File: src/rtl/rr_mux_pkg.sv
// Shared types and helpers for the round-robin mux arbiter.
// The optional output skid buffer is enabled by defining RR_MUX_ARBITER_SKID_EN.
package rr_mux_pkg;

    typedef enum logic {
        MODE_FIXED = 1'b0,
        MODE_RR    = 1'b1
    } mux_mode_e;

    // Index width that never collapses to zero bits.
    function automatic int sel_width(input int n);
        return (n <= 2) ? 1 : $clog2(n);
    endfunction

endpackage

File: src/rtl/rr_mux_arbiter_pick.sv
// Rotating find-first-set: first asserted req at or after ptr+1, wrapping to 0.
module rr_priority_pick #(
    parameter int N = 32,
    parameter int W = 5
) (
    input  logic [N-1:0] req,
    input  logic [W-1:0] ptr,
    output logic         found,
    output logic [W-1:0] idx
);

    logic [W-1:0] start;
    logic [N-1:0] upper_mask;
    logic [N-1:0] req_upper;

    assign start = (int'(ptr) >= N - 1) ? '0 : ptr + 1'b1;

    generate
        for (genvar gi = 0; gi < N; gi++) begin : g_mask
            assign upper_mask[gi] = (int'(start) <= gi);
        end
    endgenerate

    assign req_upper = req & upper_mask;

    // Lowest requester at/after start wins; otherwise the search wraps to the lowest overall.
    always_comb begin
        found = |req;
        idx   = '0;
        for (int i = N - 1; i >= 0; i--) begin
            if (req[i]) idx = W'(i);
        end
        if (|req_upper) begin
            for (int i = N - 1; i >= 0; i--) begin
                if (req_upper[i]) idx = W'(i);
            end
        end
    end

endmodule

File: src/rtl/rr_mux_arbiter.sv
// N-to-1 registered mux with fixed-select and round-robin modes.
// Define RR_MUX_ARBITER_SKID_EN for a 2-entry output skid buffer.
module rr_mux_arbiter
    import rr_mux_pkg::*;
#(
    parameter  int NUM_CH = 32,
    parameter  int DATA_W = 8,
    localparam int SEL_W  = sel_width(NUM_CH)
) (
    input  logic                     clk,
    input  logic                     rst_n,
    input  logic [NUM_CH*DATA_W-1:0] in_data,
    input  logic [NUM_CH-1:0]        in_valid,
    output logic [NUM_CH-1:0]        in_ready,
    input  logic                     mode,
    input  logic [SEL_W-1:0]         sel,
    output logic [DATA_W-1:0]        out_data,
    output logic                     out_valid,
    input  logic                     out_ready,
    output logic [SEL_W-1:0]         grant_idx
);

    mux_mode_e           mode_e;
    logic                pick_found;
    logic [SEL_W-1:0]    pick_idx;
    logic [SEL_W-1:0]    grant_next;
    logic                granted;
    logic                load_en;
    logic                transfer;
    logic [DATA_W-1:0]   data_next;
    logic [SEL_W-1:0]    rr_ptr_reg;
    logic                out_valid_reg;
    logic [DATA_W-1:0]   out_data_reg;
    logic [SEL_W-1:0]    grant_idx_reg;

    assign mode_e = mux_mode_e'(mode);

    rr_priority_pick #(
        .N (NUM_CH),
        .W (SEL_W)
    ) u_pick (
        .req   (in_valid),
        .ptr   (rr_ptr_reg),
        .found (pick_found),
        .idx   (pick_idx)
    );

    always_comb begin
        grant_next = sel;
        granted    = 1'b0;
        if (mode_e == MODE_RR) begin
            grant_next = pick_idx;
            granted    = pick_found;
        end else if (int'(sel) < NUM_CH) begin
            granted = in_valid[sel];
        end
    end

    assign transfer  = load_en && granted;
    assign data_next = in_data[int'(grant_next)*DATA_W +: DATA_W];

    generate
        for (genvar gi = 0; gi < NUM_CH; gi++) begin : g_ready
            assign in_ready[gi] = transfer && (int'(grant_next) == gi);
        end
    endgenerate

    // Pointer only advances on an accepted round-robin word; fixed mode leaves it alone.
    always_ff @(posedge clk or negedge rst_n) begin
        if (!rst_n) begin
            rr_ptr_reg <= SEL_W'(NUM_CH - 1);
        end else if (transfer && mode_e == MODE_RR) begin
            rr_ptr_reg <= grant_next;
        end
    end

`ifdef RR_MUX_ARBITER_SKID_EN
    logic              skid_valid_reg;
    logic [DATA_W-1:0] skid_data_reg;
    logic [SEL_W-1:0]  skid_idx_reg;
    logic              out_free;

    // Acceptance depends only on registered state, cutting the out_ready -> in_ready path.
    assign load_en  = rst_n && !skid_valid_reg;
    assign out_free = !out_valid_reg || out_ready;

    always_ff @(posedge clk or negedge rst_n) begin
        if (!rst_n) begin
            out_valid_reg  <= 1'b0;
            out_data_reg   <= '0;
            grant_idx_reg  <= '0;
            skid_valid_reg <= 1'b0;
            skid_data_reg  <= '0;
            skid_idx_reg   <= '0;
        end else if (skid_valid_reg) begin
            if (out_ready) begin
                out_data_reg   <= skid_data_reg;
                grant_idx_reg  <= skid_idx_reg;
                skid_valid_reg <= 1'b0;
            end
        end else if (transfer) begin
            if (out_free) begin
                out_valid_reg <= 1'b1;
                out_data_reg  <= data_next;
                grant_idx_reg <= grant_next;
            end else begin
                skid_valid_reg <= 1'b1;
                skid_data_reg  <= data_next;
                skid_idx_reg   <= grant_next;
            end
        end else if (out_free) begin
            out_valid_reg <= 1'b0;
        end
    end
`else
    assign load_en = rst_n && (!out_valid_reg || out_ready);

    always_ff @(posedge clk or negedge rst_n) begin
        if (!rst_n) begin
            out_valid_reg <= 1'b0;
            out_data_reg  <= '0;
            grant_idx_reg <= '0;
        end else if (transfer) begin
            out_valid_reg <= 1'b1;
            out_data_reg  <= data_next;
            grant_idx_reg <= grant_next;
        end else if (load_en) begin
            out_valid_reg <= 1'b0;
        end
    end
`endif

    assign out_valid = out_valid_reg;
    assign out_data  = out_data_reg;
    assign grant_idx = grant_idx_reg;

endmodule

File: config.mk
export PLATFORM = sky130hd
export DESIGN_NAME = rr_mux_arbiter
export DESIGN_NICKNAME = d
export VERILOG_FILES = /design/src/rtl/rr_mux_pkg.sv /design/src/rtl/rr_mux_arbiter_pick.sv /design/src/rtl/rr_mux_arbiter.sv
export SDC_FILE = /design/constraint.sdc
export NUM_CORES = 1
export LEC_CHECK = 0
export CAP_MARGIN = 20
export CORE_ASPECT_RATIO = 1.5
export CORE_MARGIN = 4
export CORE_UTILIZATION = 25
export CTS_CLUSTER_DIAMETER = 120
export DETAILED_ROUTE_END_ITERATION = 10
export MAX_ROUTING_LAYER = met4
export SETUP_SLACK_MARGIN = 0.3
export SLEW_MARGIN = 0
export SYNTH_ARGS = -nofsm -noshare
export SYNTH_HDL_FRONTEND = slang
export SYNTH_HIERARCHICAL = 1
export SYNTH_SLANG_ARGS = --single-unit
File: constraint.sdc
create_clock -name clk -period 6.8 [get_ports clk]
set_input_delay 1.7 -clock clk [delete_from_list [all_inputs] [get_ports clk]]
set_output_delay 1.7 -clock clk [all_outputs]
set_load 0.005 [all_outputs]
==> out/results.txt <==
#FFs+latches synth: 19
Vias in the first global route: 7416
Period Utilization, post-route: 0.956
Slew HR: 0.385
Top cell type's share of synthesized area: 0.162
Starting density of the core: 0.253
Synth top cells by count: nand2_1 (105), nor2_1 (65), mux2i_1 (56)
CTS Buf Count: 3
Clock Pin Slew Worst Setup and Hold Paths: 50 ps
Die width: 125 µm
Total GRT Usage: 0.251
MaxCap Viol Count: 0
Final net count: 1351
Largest net degree at the start of global routing: 34
WL final: 30.0 mm
Drt wl/cell: 22.9 µm
Synth Area in Compound Gates: 0.259
Crit path buf inv count: 4
Main combinational cell family by area after synthesis: multiplexers
Clk Latency, worst-skew pair: 250 ps
Setup CP Type: in -> out
Die Area: 23000 µm²
Startpoint Class: primary input
DRC viols: 0
Simple logic cell fraction of the synthesized area: 0.274
WP data arrival: 4800 ps
CORE AREA: 20300 µm²
Row cnt: 64
Critical Path Fanout Max: 4
Crit. End Element: primary output
Critical path's slowest cell: clkdlybuf4s50_1
Ys flop type: dfrtp_1
Required @ worst endpoint: 5100 ps
Uppermost layer routed: met4
Clk sinks: 19
DRT met1 WL: 11.0 mm
PortBufs: 342
Leakage: 3.94 nW
Max reg flops: 8
CTS root buf: clkbuf_16
VDD IR max: 237 µV
H-tree depth: 1
Unrepaired setup endpoints after global routing: true
Actual slew at the worst max-slew pin: 923 ps
Max-slew violation count: 0
Syn Nets: 973
Vias: 7064
Post-synth EDFFs: 0
Share of layout cells above drive strength 1: 0.198
Layout area overhead: 88.4%
Ys async rst share: 1.00
CP peak stage delay: 510 ps
Pwr Total: 3.16 mW
Clk buf depth: 2
Vias/cell: 5.38
Final setup fails: 0
Distinct cells, synth: 86
Initial DRT Pass Iterations: 5
Synthesized cell area: 5140 µm²
Worst Skew: 2.67 ps
R2R Setup Slk: 1080 ps
Crit-path leading delay family: buffers and inverters
Initial DRC Count: 434
Fin. Hold Viols: 0
Fin Hold WS: 479 ps
Fmax: 154 MHz
Pwr dens: 326 nW/µm²
Metal3 WL: 1.54 mm
Most common cell in the netlist: nand2_1
Register area share after synthesis: 0.0937
First-pass GRT wire length: 43.5 mm
Antenna-violating nets left: 0
XOR/XNOR Fraction of Synth Area: 0.00486
GPL Wtd Cong: 0.973
Mux share of post-synthesis cell area: 0.301
Synth area leaders: mux4_2 (16%), mux2i_1 (11%), nand2_1 (7.7%), dfrtp_1 (6.8%), nor2_1 (4.7%)
Setup tns final: 0 ps
Yosys warns: 6
Crit-path cells: clkdlybuf4s50_1 > or2_4 > a21oi_1 > o311a_1 > o311ai_2 > a21oi_2 > o21ai_2 > nand4b_1 > a21oi_2 > buf_4 > mux2_2 > nand3_1 > buf_4 > nor2_1 > clkdlybuf4s50_1
Met2 WL: 16.4 mm
Status: complete, no violations
Initial antenna violation count: 1
GR Overflow Total: 0
CTS tree: built
IO Count: 343
Area share of fa/ha/maj cells after synthesis: 0.0146
Final Core Density: 0.476
Hold Crit Class: reg -> reg
HPWL Detailed: 25.6 mm
Cells after synthesis: 670
Syn_area_per_cell: 7.68 µm²
Post-synth top area cell: mux4_2
Overall die height: 184 µm
Final min period: 6500 ps
layout by cell type, fill, tap and decap left out, drive strengths merged, types with 12 or more instances in the layout:
cell | synthesis | layout
nand2 | 106 | 106
mux4 | 37 | 37
a22oi | 16 | 16
dfrtp | 14 | 14
mux2 | 12 | 12
a21oi | 25 | 25
dlygate4sd2 | 0 | 15
nand2b | 18 | 18
buf | 30 | 75
nor3 | 14 | 14
nor2 | 67 | 67
inv | 14 | 14
dlymetal6s2s | 0 | 18
nand3 | 40 | 40
mux2i | 57 | 57
clkdlybuf4s50 | 0 | 309
o21ai | 48 | 48
logic make-up after synthesis:
group	count (synthesis)
buffers and inverters	58
and+or+nand+nor	296
xor gates and xnor gates	2
muxes	106
AOI/OAI and AO/OA	183
adders and majority gates	6
DFF	19
repair_timing:
action | 4_1_cts | 5_1_grt
buffers inserted | 1 | 4
endpoints found under the setup margin | 32 | 32
hold endpoints to repair | 0 | 0
hold buffers | 0 | 0
pin swaps | 7 | 11
resized for setup | 43 | 56
final cells by class:
class | instances | area (µm²)
well taps | 264 | 330
fillers | 2056 | 10700
clock buffers | 4 | 78.8
repair buffers | 417 | 4030
diodes | 2 | 5.00
multi-input cells | 593 | 4710
flip-flops and latches | 19 | 482
inverters | 14 | 52.6
power breakdown:
part           total, mW  leakage (nW)  internal, mW  switching (mW)
registers          0.209         0.225         0.170          0.0389
logic               2.83          3.68          1.29            1.53
clock network      0.121        0.0382        0.0798          0.0416
total               3.16          3.94          1.54            1.61
layer usage:
metal  global-route usage  up-vias
li1                     -     3344
met1                0.267     3350
met2                0.481      317
met3               0.0381       53
met4               0.0690        0
met5                    -        -
final timing paths:
path	startpoint	depth (start not counted)	end
min reg2reg	grant_idx[1]	2	grant_idx[1]
min in group asynchronous	rst_n	2	out_data[0]
min	grant_idx[1]	2	grant_idx[1]
max	in_valid[26]	15	in_ready[15]
max reg2reg	rr_ptr_reg[1]	18	out_data[4]
max in group asynchronous	rst_n	2	rr_ptr_reg[4]
metrics by stage:
| step | setup WS (ps) | std cells | cell area (µm²) |
|---|---|---|---|
| 2_1_floorplan | 1090 | 670 | 5140 |
| 3_3_place_gp | -24.0 | 1302 | 9250 |
| 3_5_place_dp | 34.0 | 1302 | 9250 |
| 4_1_cts | 293 | 1307 | 9430 |
| 5_1_grt | 135 | 1312 | 9690 |
| 6_report | 300 | 1313 | 9690 |
worst min-delay path: cells and delay by family (launching register included):
kind            cells  cell delay, ps
flops               1             330
compound gates      1              60
simple gates        1              50
(Power assumes the default switching activity.)
